### config.mk
export PLATFORM = sky130hd
export DESIGN_NAME = hazard_ctrl
export DESIGN_NICKNAME = d
export VERILOG_FILES = /design/src/rtl/hazard_pkg.sv /design/src/rtl/sat_counter.sv /design/src/rtl/hazard_ctrl.sv
export SDC_FILE = /design/constraint.sdc
export NUM_CORES = 1
export LEC_CHECK = 0
export CAP_MARGIN = 40
export CORE_ASPECT_RATIO = 1.25
export CORE_UTILIZATION = 49
export CTS_CLUSTER_DIAMETER = 150
export DETAILED_ROUTE_END_ITERATION = 10
export PLACE_DENSITY = 0.84
export SYNTH_ARGS = -nofsm -noshare
export SYNTH_HDL_FRONTEND = slang
export SYNTH_SLANG_ARGS = --single-unit
### constraint.sdc
create_clock -name clk -period 2.5 [get_ports clk]
set_input_delay 0.375 -clock clk [delete_from_list [all_inputs] [get_ports clk]]
set_output_delay 0.375 -clock clk [all_outputs]
set_load 0.05 [all_outputs]
### src/rtl/hazard_pkg.sv
// Shared hazard-control types: controller state encoding and the x0 register index.
package hazard_pkg;

  typedef enum logic [1:0] {
    RUN      = 2'd0,
    MEM_WAIT = 2'd1,
    HALT     = 2'd2
  } hz_state_e;

  localparam logic [4:0] REG_ZERO = 5'd0;

endpackage

### src/rtl/sat_counter.sv
// Saturating up-counter with enable and asynchronous active-low clear.
module sat_counter #(
  parameter int unsigned W = 32
) (
  input  logic         clk_i,
  input  logic         rst_ni,
  input  logic         en_i,
  output logic [W-1:0] cnt_o
);

  logic [W-1:0] cnt_q, cnt_d;

  always_comb begin
    cnt_d = cnt_q;
    if (en_i && (cnt_q != {W{1'b1}})) begin
      cnt_d = cnt_q + W'(1);
    end
  end

  always_ff @(posedge clk_i or negedge rst_ni) begin
    if (!rst_ni) begin
      cnt_q <= '0;
    end else begin
      cnt_q <= cnt_d;
    end
  end

  assign cnt_o = cnt_q;

endmodule

### src/rtl/hazard_ctrl.sv
// Stall/flush controller: load-use bubbles, branch flushes, memory-wait freeze with a
// watchdog that halts the pipeline, and saturating stall/flush counters.
module hazard_ctrl
  import hazard_pkg::*;
#(
  parameter int unsigned MAX_WAIT = 16,
  parameter int unsigned CNT_W    = 32
) (
  input  logic             clk,
  input  logic             rst_n,
  input  logic [4:0]       IF_ID_Rs1,
  input  logic [4:0]       IF_ID_Rs2,
  input  logic             IF_ID_UsesRs1,
  input  logic             IF_ID_UsesRs2,
  input  logic             ID_EX_MemRead,
  input  logic [4:0]       ID_EX_Rd,
  input  logic             EX_BranchTaken,
  input  logic             EX_MEM_MemAccess,
  input  logic             dmem_ready,
  output logic             PC_Write,
  output logic             IF_ID_Write,
  output logic             IF_ID_Flush,
  output logic             ID_EX_Flush,
  output logic             ID_EX_Hold,
  output logic             EX_MEM_Hold,
  output logic             MEM_WB_Flush,
  output logic             mem_timeout,
  output logic [CNT_W-1:0] stall_cycles,
  output logic [CNT_W-1:0] flush_count
);

  localparam int unsigned WaitW = (MAX_WAIT > 1) ? $clog2(MAX_WAIT) : 1;
  localparam logic [WaitW-1:0] WaitLast = WaitW'(MAX_WAIT - 1);

  hz_state_e        state_q, state_d;
  logic [WaitW-1:0] wait_cnt_q, wait_cnt_d;
  logic             mem_timeout_q, mem_timeout_d;

  logic freeze, load_use, hold_all, branch_act, stall_en;

  assign freeze = ((state_q == RUN) || (state_q == MEM_WAIT)) &&
                  EX_MEM_MemAccess && !dmem_ready;

  assign load_use = ID_EX_MemRead && (ID_EX_Rd != REG_ZERO) &&
                    ((IF_ID_UsesRs1 && (ID_EX_Rd == IF_ID_Rs1)) ||
                     (IF_ID_UsesRs2 && (ID_EX_Rd == IF_ID_Rs2)));

  assign hold_all   = (state_q == HALT) || freeze;
  assign branch_act = rst_n && !hold_all && EX_BranchTaken;

  // Control outputs are combinational; reset forces a flushed, stopped pipeline.
  always_comb begin
    PC_Write     = 1'b1;
    IF_ID_Write  = 1'b1;
    IF_ID_Flush  = 1'b0;
    ID_EX_Flush  = 1'b0;
    ID_EX_Hold   = 1'b0;
    EX_MEM_Hold  = 1'b0;
    MEM_WB_Flush = 1'b0;
    if (!rst_n) begin
      PC_Write     = 1'b0;
      IF_ID_Write  = 1'b0;
      IF_ID_Flush  = 1'b1;
      ID_EX_Flush  = 1'b1;
      MEM_WB_Flush = 1'b1;
    end else if (hold_all) begin
      PC_Write     = 1'b0;
      IF_ID_Write  = 1'b0;
      ID_EX_Hold   = 1'b1;
      EX_MEM_Hold  = 1'b1;
      MEM_WB_Flush = 1'b1;
    end else if (EX_BranchTaken) begin
      IF_ID_Flush  = 1'b1;
      ID_EX_Flush  = 1'b1;
    end else if (load_use) begin
      PC_Write     = 1'b0;
      IF_ID_Write  = 1'b0;
      ID_EX_Flush  = 1'b1;
    end
  end

  always_comb begin
    state_d       = state_q;
    wait_cnt_d    = freeze ? wait_cnt_q + WaitW'(1) : '0;
    mem_timeout_d = mem_timeout_q || (state_q == HALT);
    unique case (state_q)
      RUN: begin
        if (freeze) state_d = MEM_WAIT;
      end
      MEM_WAIT: begin
        if (dmem_ready) begin
          state_d = RUN;
        end else if (freeze && (wait_cnt_q == WaitLast)) begin
          state_d = HALT;
        end
      end
      HALT:    state_d = HALT;
      default: state_d = RUN;
    endcase
  end

  always_ff @(posedge clk or negedge rst_n) begin
    if (!rst_n) begin
      state_q       <= RUN;
      wait_cnt_q    <= '0;
      mem_timeout_q <= 1'b0;
    end else begin
      state_q       <= state_d;
      wait_cnt_q    <= wait_cnt_d;
      mem_timeout_q <= mem_timeout_d;
    end
  end

  assign mem_timeout = mem_timeout_q;

  // Halt cycles are not counted as stalls: the pipeline is dead, not waiting.
  assign stall_en = rst_n && !PC_Write && (state_q != HALT);

  sat_counter #(
    .W (CNT_W)
  ) u_stall_cnt (
    .clk_i  (clk),
    .rst_ni (rst_n),
    .en_i   (stall_en),
    .cnt_o  (stall_cycles)
  );

  sat_counter #(
    .W (CNT_W)
  ) u_flush_cnt (
    .clk_i  (clk),
    .rst_ni (rst_n),
    .en_i   (branch_act),
    .cnt_o  (flush_count)
  );

endmodule

==> results of run 1 <==
## per-layer routing
layer / wire [µm] / GRT usage / vias up
li1: - / - / 1337
met1: 3144 / 0.2660 / 1339
met2: 3892 / 0.3662 / 88
met3: 407 / 0.04245 / 13
met4: 149 / 0.1168 / 0
met5: 0 / 0 / -
## final timing paths
kind	slack, ns	start	end
max reg2reg	0.33	u_stall_cnt.cnt_o[0]	u_stall_cnt.cnt_o[15]
min	0.42	rst_n	wait_cnt_q[1]
min reg2reg	0.48	mem_timeout	mem_timeout
max	0.11	EX_MEM_MemAccess	EX_MEM_Hold
max in group asynchronous	1.28	rst_n	u_stall_cnt.cnt_o[0]
min in group clk	0.48	mem_timeout	mem_timeout
## timing repair
action | 4_1_cts | 5_1_grt
setup buffers | 1 | 0
resized for setup | 1 | 7
pin swaps | 2 | 2
endpoints found under the setup margin | 3 | 3
endpoints found under the hold margin | 1 | 0
hold buffers | 1 | 0
gates cloned | 0 | 0
## through the flow
step                worst slack [ns]  power [µW]  std cells    util
floorplan                     0.1083        1723        320       -
global placement            -0.06745        1982        509  0.6693
detailed placement           -0.1332        2004        510  0.6732
CTS                          0.02018        3034        528  0.7084
global route                 0.01885        3114        528  0.7120
finish                        0.1071        3010        528  0.7120
## power by group through the flow
stage	clock network, µW	logic, µW	registers [µW]
detailed placement	0	671	1330
global placement	0	654	1330
CTS	1050	677	1310
finish	1030	670	1310
global route	1080	706	1330
floorplan	0	167	1560
## cell families after synthesis
| logic type | share of synthesized area |
|---|---|
| DFF | 0.5028 |
| adders and majority gates | 0.01062 |
| and+or+nand+nor | 0.2500 |
| buffers and inverters | 0.02160 |
| muxes | 0.006373 |
| AOI/OAI and AO/OA | 0.02337 |
| xor gates and xnor gates | 0.1852 |
## final cells by class
type                       count  area share
inverter                       3    0.002267
sequential                    71      0.3582
timing repair buffer         110      0.2295
multi-input combinational    238      0.3426
clock inverter                 5     0.01637
tap                           90     0.02267
clock buffer                  11     0.02846
## cells in the mapped netlist, drive strengths merged
| library cell | n | share of area |
|---|---|---|
| a2111oi | 1 | 0.0025 |
| a211oi | 1 | 0.0035 |
| a21oi | 1 | 0.0014 |
| a32oi | 1 | 0.0025 |
| and2 | 5 | 0.0092 |
| and3 | 15 | 0.028 |
| and4 | 6 | 0.015 |
| buf | 7 | 0.017 |
| clkbuf | 1 | 0.0011 |
| dfrtp | 71 | 0.50 |
| ha | 3 | 0.011 |
| inv | 3 | 0.0032 |
| mux2 | 2 | 0.0064 |
| nand2 | 23 | 0.024 |
| nand2b | 3 | 0.0053 |
| nand3 | 34 | 0.050 |
| nand3b | 1 | 0.0021 |
| nand4 | 22 | 0.052 |
| nor2 | 23 | 0.025 |
| nor2b | 1 | 0.0018 |
| nor3 | 11 | 0.022 |
| nor4 | 3 | 0.0071 |
| o21a | 1 | 0.0021 |
| o21ai | 3 | 0.0053 |
| o31ai | 1 | 0.0060 |
| or2 | 1 | 0.0018 |
| or2b | 1 | 0.0025 |
| or3b | 1 | 0.0025 |
| or4 | 1 | 0.0021 |
| xnor2 | 44 | 0.11 |
| xor2 | 29 | 0.072 |
## critical path, delay by kind of cell
family	cells	cell delay [ns]
simple gates	3	0.97
buf+inv	2	0.66
## state kept, by name, indices dropped and copies added, names as in the netlist
name               flops
u_flush_cnt.cnt_o     32
u_stall_cnt.cnt_o     32
wait_cnt_q             4
state_q                2
mem_timeout            1
==> results.md, run 1 <==
- Largest net degree at the start of global routing: 49
- Final period util: 0.9571
- FF-to-FF path depth: 8
- Crit path max-delay cell type: or3b_2
- Most frequent cells in the layout: clkdlybuf4s50_1, dfrtp_1, xnor2_1
- Setup TNS: 0 ns
- Final WL: 7592 µm
- Nets: 459
- Via density: 5.259
- Fin Hold WS: around 0.42 ns
- Synthesized area per cell: 11.04 µm²
- Die Span Y: roughly 97 µm
- CP arrival: about 2.0 ns
- Req. time, crit path: around 2.1 ns
- Max Clk Rate: about 420 MHz
- Clock share of power: 0.342
- Critical-path cell list: clkdlybuf4s50_1 > or3b_2 > and2_1 > nor2b_2 > buf_12
- Vias in the first global route: 2823
- Std-Cell Rows: 34
- Critical path capture point type: output port
- Via count: roughly 2.8k
- Worst Skew: around 0.0084 ns
- Antenna-violating nets left: 0
- Worst-Skew Late Latency: roughly 0.35 ns
- Sw frac: 0.3134
- Final Hold Fails: 0
- Switching Power: 943.5 µW
- Slew @ Worst Pin: about 0.53 ns
- PwrDens: 606.0 mW/mm²
- Final min period: approximately 2.4 ns
- Ant diodes: 0
- Clk slew on worst S/H paths: approximately 0.070 ns
- DRC: 0
- YS warnings: 0
- FF+latch count, synth: 71
- Num CTS Buffers: 9
- Peak VDD IR: 0.6124 mV
- All-Layer GR Usage: 0.2195
- Initial core utilization: 0.5065
- Total area of sequential cells: ~0.0018 mm²
- Status: completed
- Max incr delay on CP: 0.51 ns
- HPWL after DPL: 5551 µm
- Nature of the critical path startpoint: input port
- Placed instance area: roughly 0.0047 mm²
- Int Pwr: slightly above 2000 µW
- Area Overhead vs Synth: 40.58%
- Port Buf Inserts: 94
- Clock buffer depth: 2
- Crit Path Class: in2out
- Most common cell after layout, fill and taps aside: clkdlybuf4s50_1
- Seq pwr share: 0.435
- DRT Pass-1 Iters: 4
- Post-Syn Instances: 320
- Ports: between 90 and 100
- Die area: roughly 0.0076 mm²
- Synth cell types: 46
- Final setup viols: 0
- Sink Count: 71
- Initial antenna violation count: 0
- Multi-input logic area: between 0.0015 and 0.002 mm²
- Design area: slightly below 0.005 mm²
- Sequential area share after synthesis: 0.5028
- Share of cells above drive strength 1: 0.1461
- Wire per inst: roughly 14 µm
- Syn nets: 346
- Post-Synthesis Cell Area: 0.003533 mm²
- Pins Over Slew Limit: 0
- Leak: 0.002226 µW
- H-tree Lvls: 3
- GP Congestion: 0.7828
- CTS Root Cell: clkbuf_8
- Filler instances: roughly 520
- CTS tree: built
- Combinational share of power: 0.222
- Hold Crit Class: in2async
- Max-cap violations: 0
- Rel. slew slack: 0.6431
- Die Wd: about 78 µm
- CP max FO: 5
- Placeable Area: 0.006977 mm²
- First-pass GRT wire length: 12880 µm
- RSZ-0062 raised after global routing: no
- GR Overflow Total: 0
- DR iter-0 viols: between 100 and 150
Power figures use the tool's default switching activity.
==> inputs of run 2 (changes only) <==
--- a/config.mk
+++ b/config.mk
@@ -7,10 +7,10 @@
 export LEC_CHECK = 0
 export CAP_MARGIN = 40
 export CORE_ASPECT_RATIO = 1.25
-export CORE_UTILIZATION = 49
+export CORE_UTILIZATION = 52
 export CTS_CLUSTER_DIAMETER = 150
 export DETAILED_ROUTE_END_ITERATION = 10
-export PLACE_DENSITY = 0.84
+export PLACE_DENSITY = 0.88
 export SYNTH_ARGS = -nofsm -noshare
 export SYNTH_HDL_FRONTEND = slang
 export SYNTH_SLANG_ARGS = --single-unit
==> constraint.sdc (replaced) <==
create_clock -name clk -period 2.79 [get_ports clk]
set_input_delay 0.4185 -clock clk [delete_from_list [all_inputs] [get_ports clk]]
set_output_delay 0.4185 -clock clk [all_outputs]
set_load 0.05 [all_outputs]
==> run 2 against run 1 <==
Sequential share of layout area rose by 0.86 points; combinational power shrank 12%; wire length grew 0.78%; global-route usage is 1.6 points higher; critical endpoint is now IF_ID_Write.
==> results.md, run 2 (synthesized netlist as in run 1, its figures left out) <==
- Pins Over Slew Limit: 0 (unchanged)
- Largest net degree at the start of global routing: 28 (-43%)
- Initial antenna violation count: 0 (unchanged)
- Ant diodes: 0 (unchanged)
- Multi-input logic area: 0.001683 mm² (-1.1%)
- Non-filler cells, final: 519 (-1.7%)
- Antenna-violating nets left: 0 (unchanged)
- Critical path capture point type: output port
- Ports: 95 (unchanged)
- Sink Count: 71 (unchanged)
- Leak: 0.002142 µW (-3.8%)
- Port Buf Inserts: 94 (unchanged)
- GR Overflow Total: 0 (unchanged)
- Placeable Area: 0.006565 mm² (-5.9%)
- Most common cell after layout, fill and taps aside: clkdlybuf4s50_1
- RSZ-0062 raised after global routing: no
- Num CTS Buffers: 9 (unchanged)
- Final min period: approximately 2.7 ns
- Final setup viols: 0 (unchanged)
- DR iter-0 viols: 84 (-40%)
- Hold Crit Class: in2async
- CP arrival: 2.27 ns (+0.25 ns)
- Nature of the critical path startpoint: input port
- First-pass GRT wire length: 12650 µm (-1.8%)
- DRC: 0 (unchanged)
- Final WL: 7651 µm (+0.78%)
- Die Wd: 75.73 µm (-2.8%)
- Max-cap violations: 0 (unchanged)
- Share of cells above drive strength 1: 0.1296 (-0.01649)
- DRT Pass-1 Iters: 4 (unchanged)
- CP max FO: 3 (-2)
- CTS tree: built
- Rel. slew slack: 0.6052 (-0.03785)
- Die area: 0.007131 mm² (-5.6%)
- Filler instances: 451 (-13%)
- Placed cells: 503 (-1.4%)
- H-tree Lvls: 3 (unchanged)
- Vias in the first global route: 2762 (-2.2%)
- Hold_buf cts: 0 (-1)
- Req. time, crit path: 2.37 ns (+0.25 ns)
- HPWL after DPL: 5746 µm (+3.5%)
- Worst Skew: 0.01420 ns (+0.005781 ns)
- Via count: 2767 (-0.36%)
- Final period util: 0.9644
- CTS Root Cell: clkbuf_8
- Initial core utilization: 0.5382 (+0.03176)
- Most frequent cells in the layout: clkdlybuf4s50_1, dfrtp_1, xnor2_1
- All-Layer GR Usage: 0.2354 (+0.01587)
- Area Overhead vs Synth: 37.08%
- Clk slew on worst S/H paths: 0.08 ns (about the same)
- Status: completed
- Final Hold Fails: 0 (unchanged)
- Via density: 5.331 (+1.4%)
- Nets: 453 (-1.3%)
- Slew @ Worst Pin: 0.5922 ns (+0.05845 ns)
- Dpl ws: 0.02993 ns (+0.1631 ns)
- Crit Path Class: in2out
- Wire per inst: 14.74 µm (+2.5%)
- Final setup margin: 0.09932 ns (-0.007809 ns)
- R2r startpoint: u_stall_cnt.cnt_o[0]
- Std-Cell Rows: 33 (-2.9%)
- Setup TNS: 0 ns (unchanged)
- Total area of sequential cells: 0.001777 mm² (-0.14%)
- Util after Layout: 0.7378 (+0.02578)
- Clock buffer depth: 2 (unchanged)
- Max Clk Rate: 371.7 MHz
- Worst Setup SP: ID_EX_Rd[1]
- Worst-Skew Late Latency: 0.34 ns (about the same)
- Die Span Y: 94.16 µm (-2.9%)
- Post-CTS Resized: 0 (-1)
- Post-CTS setup buffers: 0 (-1)
- GP Congestion: 0.8134 (+3.9%)
- PwrDens: 536.5 mW/mm² (-11%)
- Peak VDD IR: 0.5655 mV (-7.7%)
-- run 2: cell types whose count changed in the layout (fill, tap and decap cells not counted), sizes merged --
cell,change
clkinv,+1
buf,-5
dlymetal6s2s,-4
bufinv,-1
dlygate4sd3,-1
clkdlybuf4s50,+4
-- run 2: per-layer routing --
metal	GRT usage	up-vias	wire [µm]	share of wire
met5	0	-	0	0
met4	0.1142	0	151	0.020
met3	0.03755	14	316	0.041
met2	0.3832	77	3895	0.51
met1	0.2992	1350	3288	0.43
li1	-	1326	-	-
-- run 2: final timing paths --
check | slack [ns] | depth (start not counted) | to
worst max-delay path | 0.1 | 8 | IF_ID_Write
worst min-delay path | 0.09 | 2 | u_stall_cnt.cnt_o[7]
worst max register to register | 0.51 | 8 | u_stall_cnt.cnt_o[15]
worst min register to register | 0.47 | 1 | wait_cnt_q[0]
max in group asynchronous | 2.05 | 3 | u_flush_cnt.cnt_o[23]
min in group clk | 0.47 | 1 | wait_cnt_q[0]
-- run 2: per-stage QoR --
step | hold slack (ns) | instance area (µm²) | total power [µW]
after CTS | 0.08327 | 4841 | 2627
final | 0.09479 | 4843 | 2599
after global placement | 0.4453 | 4633 | 1769
after detailed placement | 0.4557 | 4633 | 1784
after floorplan | 0.1229 | 3533 | 1540
after global routing | 0.1146 | 4843 | 2713
-- run 2: power by group --
part | total [µW] | switching (µW) | internal (µW) | leakage, µW
clock network | 834 | 374 | 460 | 0.000105
registers | 1170 | 80.8 | 1090 | 0.000960
logic | 591 | 370 | 221 | 0.00108
-- run 2: critical path, stage by stage --
cell	delay [ns]
clkdlybuf4s50_1	0.48
xor2_1	0.20
nor4_2	0.26
a32oi_1	0.20
buf_4	0.18
nor3_1	0.24
nor2_2	0.11
buf_12	0.16
-- run 2: final cells by class --
cell class,instances,area share
sequential,71,0.3668
multi-input combinational,238,0.3475
timing repair buffer,104,0.2180
clock buffer,11,0.03126
tap,87,0.02247
clock inverter,5,0.01162
inverter,3,0.002325
